==> config.mk <==
export PLATFORM = sky130hd
export DESIGN_NAME = alu_bist_ctrl
export DESIGN_NICKNAME = d
export VERILOG_FILES = /design/src/rtl/alu_bist_ctrl.sv
export SDC_FILE = /design/constraint.sdc
export NUM_CORES = 1
export LEC_CHECK = 0
export CAP_MARGIN = 30
export CORE_MARGIN = 5
export CORE_UTILIZATION = 37
export CTS_CLUSTER_SIZE = 25
export DETAILED_ROUTE_END_ITERATION = 6
export PLACE_DENSITY = 0.56
export RECOVER_POWER = 100
export SYNTH_ARGS = -nofsm -noshare
export SYNTH_HDL_FRONTEND = slang
export SYNTH_SLANG_ARGS = --single-unit
==> constraint.sdc <==
create_clock -name clk -period 5.9 [get_ports clk]
set_input_delay 1.18 -clock clk [delete_from_list [all_inputs] [get_ports clk]]
set_output_delay 1.18 -clock clk [all_outputs]
set_load 0.01 [all_outputs]
==> src/rtl/alu_bist_ctrl.sv <==
// Built-in self-test driver/checker for the combinational ALU: drives LFSR-generated vectors,
// checks result and flags against a golden model. Optional directed prologue: ALU_BIST_DIRECTED_EN.
//
// state   | meaning
// --------+---------------------------------------------------------------
// S_IDLE  | waiting for start after reset
// S_DRIVE | register vector idx onto alu_* outputs
// S_CHECK | compare ALU response against golden model, update error status
// S_DONE  | run complete, status held until next accepted start
module alu_bist_ctrl #(
    parameter int unsigned NUM_VECTORS = 256,
    parameter logic [31:0] LFSR_SEED   = 32'hACE1_0001,
    parameter logic [7:0]  OP_MASK     = 8'hFF
) (
    input  logic        clk,
    input  logic        rst_n,
    input  logic        start,
    output logic        busy,
    output logic        done,
    output logic        pass,
    output logic [15:0] err_count,
    output logic [15:0] fail_idx,
    output logic [3:0]  fail_op,
    output logic [31:0] alu_operand1,
    output logic [31:0] alu_operand2,
    output logic [3:0]  alu_op,
    input  logic [31:0] alu_result,
    input  logic        alu_zero,
    input  logic        alu_negative,
    input  logic        alu_overflow,
    input  logic        alu_carry
);

    localparam logic [1:0] S_IDLE  = 2'd0;
    localparam logic [1:0] S_DRIVE = 2'd1;
    localparam logic [1:0] S_CHECK = 2'd2;
    localparam logic [1:0] S_DONE  = 2'd3;

    localparam logic [31:0] LFSR_POLY  = 32'h8020_0003;
    localparam logic [31:0] LFSR_SEED2 = ~LFSR_SEED;

`ifdef ALU_BIST_DIRECTED_EN
    localparam int unsigned TOTAL_VECTORS = NUM_VECTORS + 8;
`else
    localparam int unsigned TOTAL_VECTORS = NUM_VECTORS;
`endif
    localparam logic [16:0] LAST_IDX = 17'(TOTAL_VECTORS - 1);

    logic [1:0]  state;
    logic [16:0] idx;
    logic [31:0] lfsr1;
    logic [31:0] lfsr2;
    logic [2:0]  op_r;

    logic [32:0] g_sum;
    logic [32:0] g_dif;
    logic [31:0] g_result;
    logic        g_zero;
    logic        g_negative;
    logic        g_overflow;
    logic        g_carry;
    logic        mismatch;
    logic        start_ok;

    function automatic logic [31:0] lfsr_step(input logic [31:0] s);
        return (s >> 1) ^ (s[0] ? LFSR_POLY : 32'h0);
    endfunction

`ifdef ALU_BIST_DIRECTED_EN
    function automatic logic [63:0] directed_vec(input logic [2:0] k);
        logic [63:0] v;
        v = 64'h0;
        case (k)
            3'd0: v = {32'h0000_0001, 32'h0000_0002};
            3'd1: v = {32'h0000_0005, 32'h0000_0002};
            3'd2: v = {32'h0000_000F, 32'h0000_000A};
            3'd3: v = {32'h0000_000F, 32'h0000_000A};
            3'd4: v = {32'h0000_000F, 32'h0000_000A};
            3'd5: v = {32'h0000_000F, 32'h0000_0002};
            3'd6: v = {32'h0000_000F, 32'h0000_0002};
            default: v = {32'h8000_0000, 32'h0000_0002};
        endcase
        return v;
    endfunction
`endif

    assign alu_op   = {1'b0, op_r};
    assign busy     = (state == S_DRIVE) || (state == S_CHECK);
    assign done     = (state == S_DONE);
    assign start_ok = start && ((state == S_IDLE) || (state == S_DONE));

    // Golden response computed from the registered vector currently on the ALU inputs.
    always_comb begin
        g_sum      = {1'b0, alu_operand1} + {1'b0, alu_operand2};
        g_dif      = {1'b0, alu_operand1} - {1'b0, alu_operand2};
        g_result   = 32'h0;
        g_overflow = 1'b0;
        g_carry    = 1'b0;
        case (op_r)
            3'd0: begin
                g_result   = g_sum[31:0];
                g_carry    = g_sum[32];
                g_overflow = (alu_operand1[31] == alu_operand2[31]) &&
                             (g_sum[31] != alu_operand1[31]);
            end
            3'd1: begin
                g_result   = g_dif[31:0];
                g_carry    = g_dif[32];
                g_overflow = (alu_operand1[31] != alu_operand2[31]) &&
                             (g_dif[31] != alu_operand1[31]);
            end
            3'd2: g_result = alu_operand1 & alu_operand2;
            3'd3: g_result = alu_operand1 | alu_operand2;
            3'd4: g_result = alu_operand1 ^ alu_operand2;
            3'd5: g_result = alu_operand1 << alu_operand2[4:0];
            3'd6: g_result = alu_operand1 >> alu_operand2[4:0];
            default: g_result = $signed(alu_operand1) >>> alu_operand2[4:0];
        endcase
        g_zero     = (g_result == 32'h0);
        g_negative = g_result[31];
        mismatch   = OP_MASK[op_r] &&
                     ((alu_result   != g_result)   ||
                      (alu_zero     != g_zero)     ||
                      (alu_negative != g_negative) ||
                      (alu_overflow != g_overflow) ||
                      (alu_carry    != g_carry));
    end

    always_ff @(posedge clk) begin
        if (!rst_n) begin
            state        <= S_IDLE;
            idx          <= 17'd0;
            lfsr1        <= LFSR_SEED;
            lfsr2        <= LFSR_SEED2;
            op_r         <= 3'd0;
            alu_operand1 <= 32'h0;
            alu_operand2 <= 32'h0;
            err_count    <= 16'h0;
            fail_idx     <= 16'h0;
            fail_op      <= 4'h0;
            pass         <= 1'b0;
        end else begin
            case (state)
                S_IDLE, S_DONE: begin
                    if (start_ok) begin
                        state     <= S_DRIVE;
                        idx       <= 17'd0;
                        lfsr1     <= LFSR_SEED;
                        lfsr2     <= LFSR_SEED2;
                        err_count <= 16'h0;
                        fail_idx  <= 16'h0;
                        fail_op   <= 4'h0;
                        pass      <= 1'b0;
                    end
                end
                S_DRIVE: begin
                    op_r  <= idx[2:0];
                    state <= S_CHECK;
`ifdef ALU_BIST_DIRECTED_EN
                    if (idx < 17'd8) begin
                        alu_operand1 <= directed_vec(idx[2:0])[63:32];
                        alu_operand2 <= directed_vec(idx[2:0])[31:0];
                    end else begin
                        alu_operand1 <= lfsr1;
                        alu_operand2 <= lfsr2;
                        lfsr1        <= lfsr_step(lfsr1);
                        lfsr2        <= lfsr_step(lfsr2);
                    end
`else
                    alu_operand1 <= lfsr1;
                    alu_operand2 <= lfsr2;
                    lfsr1        <= lfsr_step(lfsr1);
                    lfsr2        <= lfsr_step(lfsr2);
`endif
                end
                S_CHECK: begin
                    // err_count never returns to zero mid-run, so zero marks "no failure yet".
                    if (mismatch) begin
                        if (err_count == 16'h0) begin
                            fail_idx <= idx[15:0];
                            fail_op  <= {1'b0, op_r};
                        end
                        if (err_count != 16'hFFFF) begin
                            err_count <= err_count + 16'h1;
                        end
                    end
                    if (idx == LAST_IDX) begin
                        state <= S_DONE;
                        pass  <= (err_count == 16'h0) && !mismatch;
                    end else begin
                        idx   <= idx + 17'd1;
                        state <= S_DRIVE;
                    end
                end
                default: state <= S_IDLE;
            endcase
        end
    end

endmodule

==> impl_results.md, run 1 <==
* Initial antenna violation count at 6
* GRT Total Usage at 35.9%
* Leakage power at around 0.0085 uW
* Setup_tns at 0 ps
* EDFF count, synth at 0
* Synth warnings at 0
* Synth cell types at 105
* Core area at 53800 um2
* Fillers at 5522
* First-pass GRT wire length at 157000 um
* Multi-input gate area at 14900 um2
* Skew final at just under 30 ps
* FF+latch area at about 3700 um2
* Req. time, crit path at between 6000 and 7000 ps
* DPL Wire Length at 85100 um
* Synthesized area per cell at 7.69 um2
* Routability Congestion at between 1 and 1.5
* WS Path Type: flip-flop to flip-flop
* Pin count of the biggest net entering global routing at 90
* Gate Count Post-Synth at 2611
* Via Count at 22598
* Slew HR at -131%
* CP max FO at 15
* CTS root buf: clkbuf_16
* I/O Buffers at 143
* Failing checks: max-capacitance violations, max-slew violations
* Worst-Margin Slew at 3470 ps
* MaxCap Viol Count at 5
* Period utilization at a little over nine tenths
* Clock latency on the worst-skew pair at approximately 540 ps
* Leading cell type in the layout, fill and taps excluded: nand2_1
* Nets at between 2000 and 3000
* Die Y at 243 um
* Max Freq at between 0.15 and 0.2 GHz
* Utilization after layout at 42.9%
* ANT nets after route at 0
* Total CTS buffers at 17
* Iter 0 DRT Violations at 2597
* Critical Path AT at 6220 ps
* DRC at 0
* Final Hold Fails at 0
* Final min period at just under 6000 ps
* Total grt overflow at 0
* Sequential share of the synthesized area at around 19%
* Routed vias/inst at 6.63
* Initial Utilization at 37.3%
* Clk pin slew, worst setup/hold paths at 90 ps
* Chip width at between 200 and 250 um
* WL/cell at about 33 um
* Vias in the first global route at 21233
* Setup Buffers After CTS at 0
* #FFs+latches synth at 186
* Most frequent cells in the layout: nand2_1, nor2_1, dfxtp_1, mux2i_1, a21oi_1
* Placed Cells incl. Taps at 3374
* Io pins at roughly 150
* Initial DRT Pass Iterations at 6
* Final setup violation count at 0
* Clk buf depth at 2
* Power Density at 363 nW/um2
* Final Non-Filler Cells at around 3400
* Status: complete, but fails checks
* Worst vdd ir at ~300 uV
* Crit path capture type: flip-flop
* Clk sinks at 186
* H-tree depth at 4
* Num rows at between 80 and 90
* Crit start category: flip-flop
* Mapped Area at 20100 um2
* DIE AREA at 59000 um2
* CTS Hold Bufs at 0
* Area grow syn2layout at 14.9%
* Unrepaired setup endpoints after global routing: no
* Ys flop type: dfxtp_1
* Max Slew Vio Count at between 200 and 300
* Fin Hold WS at 459 ps
* Worst min-delay path category: flip-flop to flip-flop
* CTS tree: done
* Post-synthesis async set-or-reset flop share at 0%
* Final WL at 111000 um
* Share of layout cells above drive strength 1 at a little over a tenth
-- synthesized netlist by cell type (48+ instances only) --
master,n,area (um2)
clkbuf_1,137,514
nor2_1,184,691
nand3_1,62,310
a22oi_1,48,360
mux2i_1,181,1810
nand2_1,268,1010
nor2b_1,131,820
o21ai_0,97,485
a21oi_1,163,816
ha_1,104,1300
nor3_1,52,260
o22ai_1,65,407
inv_1,112,420
dfxtp_1,186,3720
-- through the flow --
step | total power, uW | worst slack, ps | area, um2
2_1_floorplan | 4940 | 492 | 20100
5_1_grt | 8710 | 55.0 | 23100
4_1_cts | 8250 | 311 | 23200
3_5_place_dp | 6900 | 358 | 22500
6_report | 8370 | 126 | 23100
3_3_place_gp | 6890 | 323 | 22500
-- final timing paths --
kind / from / to / slack (ps) / cells past startpoint
setup / recovery: alu_operand1[13] / err_count[9] / 130 / 18
hold / removal: fail_idx[15] / fail_idx[15] / 460 / 2
setup reg to reg: alu_operand1[13] / err_count[9] / 130 / 18
hold reg to reg: fail_idx[15] / fail_idx[15] / 460 / 2
-- final cells by class --
cell class | instances | area share [%]
multi-input cells | 2086 | 64.4
clock buffers | 17 | 1.84
flip-flops and latches | 186 | 16.2
inverters | 115 | 1.87
clock inverters | 15 | 0.944
diodes | 1 | 0.0108
well taps | 696 | 3.78
repair buffers | 291 | 11.0
-- power breakdown --
| part | switching (uW) | leakage (uW) | total (uW) | internal, uW |
|---|---|---|---|---|
| clock network | 727 | 0.000311 | 1330 | 601 |
| registers | 199 | 0.00151 | 1610 | 1410 |
| logic | 3560 | 0.00670 | 5430 | 1870 |
| total | 4490 | 0.00852 | 8370 | 3880 |
-- critical path, cell delays in order (launching register included) --
cell and delay (ps):
dfxtp_1 310, clkbuf_1 520, mux4_2 610, a222oi_1 1000, o221ai_1 300, o41ai_1 160, nor4bb_1 480, nand4_1 240
nor4_1 370, buf_4 170, nand4b_1 130, nor4_2 200, buf_4 190, nand2_1 80, mux2i_1 250, buf_4 250
buf_4 140, a22oi_1 70, o21ai_0 210
-- flip-flops by register name, summed over array words and instances, names as in the netlist --
signal / cells
fail_op: 3
op_r: 3
idx: 17
state: 2
lfsr1: 32
alu_operand2: 32
err_count: 16
alu_operand1: 32
lfsr2: 32
pass: 1
fail_idx: 16
-- metal layers --
layer | wire length, um | track usage [%] | vias up
met2 | 48100 | 55.3 | 1373
met5 | 0 | 0 | -
li1 | - | - | 9874
met1 | 45900 | 47.9 | 11115
met4 | 7180 | 17.9 | 0
met3 | 9780 | 7.04 | 236
-- repair_timing --
action / 4_1_cts / 5_1_grt
resized for setup: 0 / 1
endpoints found under the setup margin: 0 / 27
hold endpoints to repair: 0 / 0
-- cells by family after synthesis --
logic type,after synthesis,share of synthesized area [%]
DFF,186,18.5
xor gates and xnor gates,44,1.92
buffers and inverters,340,7.66
other,1,0.0187
adders and majority gates,106,6.68
AOI/OAI and AO/OA,734,25.5
muxes,271,16.4
and+or+nand+nor,929,23.3
Power figures use the tool's default switching activity.
==> inputs of run 2 (changes only) <==
CAP_MARGIN = 10   (was 30)
CORE_ASPECT_RATIO = 2   (was default)
PLACE_DENSITY = 0.54   (was 0.56)
==> run 2 against run 1 <==
The run ends with design-rule violations, max-capacitance violations, max-slew violations, negative setup slack left. Hold slack worse by 4.1 ps. Critical path depth down 2. Clock skew down 8.4 ps. Critical endpoint is now fail_idx[7]. Largest power group unchanged.
==> impl_results.md, run 2 (synthesis gave the netlist of run 1 again) <==
* Routed vias/inst at 6.70 (was 6.63)
* Io pins at 146 (unchanged)
* Chip width at 175 um (was 243 um)
* Skew final at 20.5 ps (was 28.9 ps)
* Fillers at 5496 (was 5522)
* Max Freq at 0.168 GHz (was 0.173 GHz)
* Final min period at 5940 ps (was 5770 ps)
* Switching power total at 4460 uW (was 4490 uW)
* Crit path capture type: flip-flop (unchanged)
* Final setup violation count at 26 (was 0)
* Req. time, crit path at 6270 ps (was 6350 ps)
* DRC at 6 (was 0)
* Clock latency on the worst-skew pair at 500 ps (was 540 ps)
* Worst min-delay path category: flip-flop to flip-flop (unchanged)
* Routability Congestion at 1.09 (was 1.06)
* Most frequent cells in the layout: nand2_1, buf_4, nor2_1, mux2i_1, dfxtp_1 (was nand2_1, nor2_1, dfxtp_1, mux2i_1, a21oi_1)
* Worst-Margin Slew at 3760 ps (was 3470 ps)
* MaxCap Viol Count at 1 (was 5)
* Max Slew Vio Count at 101 (was 274)
* Crit start category: flip-flop (unchanged)
* Final Non-Filler Cells at 3461 (was 3407)
* Power Density at 363 nW/um2 (about the same)
* Leakage power at 0.00899 uW (was 0.00852 uW)
* Setup_tns at -497 ps (was 0 ps)
* Clk buf depth at 3 (was 2)
* Core area at 53600 um2 (was 53800 um2)
* Die Y at 339 um (was 243 um)
* GRT Total Usage at 39.5% (was 35.9%)
* CTS root buf: clkbuf_16 (unchanged)
* ANT nets after route at 0 (unchanged)
* Nets at 2926 (was 2842)
* WS Path Type: flip-flop to flip-flop (unchanged)
* Final WL at 122000 um (was 111000 um)
* Initial Utilization at 37.5% (was 37.3%)
* Slew HR at -150% (was -131%)
* Seq pwr share at 19.6% (was 19.2%)
* Pin count of the biggest net entering global routing at 101 (was 90)
* Iter 0 DRT Violations at 2598 (was 2597)
* Period utilization at 101% (was 97.9%)
* Vias in the first global route at 23094 (was 21233)
* Final Hold Fails at 0 (unchanged)
* WL/cell at 35.2 um (was 32.6 um)
* Status: complete, but fails checks (unchanged)
* Share of layout cells above drive strength 1 at 13.5% (was 10.6%)
* Internal power at 4190 uW (was 3880 uW)
* Worst vdd ir at 393 uV (was 305 uV)
* Pwr Total at 8640 uW (was 8370 uW)
* Total grt overflow at 0 (unchanged)
* Failing checks: design-rule violations, max-capacitance violations, max-slew violations, negative setup slack (was max-capacitance violations, max-slew violations)
* Critical Path AT at 6310 ps (was 6220 ps)
* Initial antenna violation count at 7 (was 6)
* Comb pwr share at 64.8% (was 64.9%)
* Final WS setup at -40.6 ps (was 126 ps)
* DPL Wire Length at 97300 um (was 85100 um)
* Setup Buffers After CTS at 0 (unchanged)
* Leading cell type in the layout, fill and taps excluded: nand2_1 (unchanged)
* Initial DRT Pass Iterations at 6 (unchanged)
* Dpl ws at 150 ps (was 358 ps)
* H-tree depth at 4 (unchanged)
* First-pass GRT wire length at 171000 um (was 157000 um)
* I/O Buffers at 143 (unchanged)
* Clk sinks at 186 (unchanged)
* Via Count at 23199 (was 22598)
* Clk pin slew, worst setup/hold paths at 70 ps (was 90 ps)
* Unrepaired setup endpoints after global routing: no (unchanged)
* Clk network pwr share at 15.6% (was 15.9%)
* Placed Cells incl. Taps at 3423 (was 3374)
* Area grow syn2layout at 18.6% (was 14.9%)
* Utilization after layout at 44.4% (was 42.9%)
* Num rows at 120 (was 85)
* Total CTS buffers at 25 (was 17)
* Switching Fraction at 51.6% (was 53.6%)
* CTS tree: done (unchanged)
* DIE AREA at 59300 um2 (was 59000 um2)
* CP max FO at 19 (was 15)
==> run 2: changes by cell type in the layout (fill, tap and decap cells not counted), moves of 3 or more <==
| cell | previous run | this run |
|---|---|---|
| inv_8 | 3 | 0 |
| diode_2 | 1 | 4 |
| buf_12 | 7 | 13 |
| clkinv_8 | 3 | 0 |
| clkbuf_1 | 25 | 22 |
| inv_12 | 6 | 0 |
| and2_0 | 5 | 2 |
| and2_1 | 16 | 19 |
| clkbuf_16 | 17 | 25 |
| buf_4 | 113 | 185 |
==> run 2: timing repair <==
action | 4_1_cts | 5_1_grt
hold buffers | 0 | 0
setup endpoints to repair | 0 | 36
resized for setup | 0 | 5
endpoints found under the hold margin | 0 | 0
==> run 2: through the flow <==
stage	instance area, um2	hold slack (ps)
after detailed placement	23100	447
after CTS	23800	460
final	23800	455
after floorplan	20100	459
after global placement	23100	442
after global routing	23800	484
==> run 2: layout make-up <==
type                       instances  area [um2]  share of cell area [%]
multi-input combinational       2086       14900                    62.6
inverter                         115         432                    1.81
clock buffer                      27         653                    2.74
tap                              671         840                    3.53
antenna                            4        10.0                  0.0420
clock inverter                     5        55.1                   0.231
sequential                       186        3740                    15.7
timing repair buffer             367        3180                    13.4
==> run 2: final timing paths <==
path	startpoint	to	slack [ps]	cells after the start
worst max-delay path	alu_operand1[31]	fail_idx[7]	-40	16
worst min register to register	fail_idx[8]	fail_idx[8]	450	2
worst max register to register	alu_operand1[31]	fail_idx[7]	-40	16
worst min-delay path	fail_idx[8]	fail_idx[8]	450	2
==> run 2: power groups by stage <==
stage / clock [uW] / combinational [uW] / sequential [uW]
5_1_grt: 1430 / 5800 / 1710
4_1_cts: 1370 / 5420 / 1690
2_1_floorplan: 0 / 3350 / 1600
3_5_place_dp: 0 / 5400 / 1720
6_report: 1350 / 5600 / 1690
3_3_place_gp: 0 / 5380 / 1710
==> run 2: worst max-delay path, cell delays in order, from the launching register on <==
cell and delay [ps]:
dfxtp_1 390, clkbuf_1 600, clkinv_1 690, nor2_1 480
o21ai_0 130, a21oi_1 620, o21ai_0 220, mux2i_1 350
o2111ai_1 180, nor4_1 540, o2111ai_1 320, nor4_2 360
nand4_2 110, buf_4 210, a31o_2 270, buf_12 170
mux2i_1 140
==> run 2: layer usage <==
| metal | vias to the layer above | global-route usage [%] | share of wire [%] |
|---|---|---|---|
| li1 | 10011 | - | - |
| met4 | 6 | 37.3 | 12 |
| met5 | - | 0 | 0.034 |
| met1 | 11297 | 39.7 | 33 |
| met2 | 1369 | 68.4 | 49 |
| met3 | 516 | 6.48 | 6.1 |
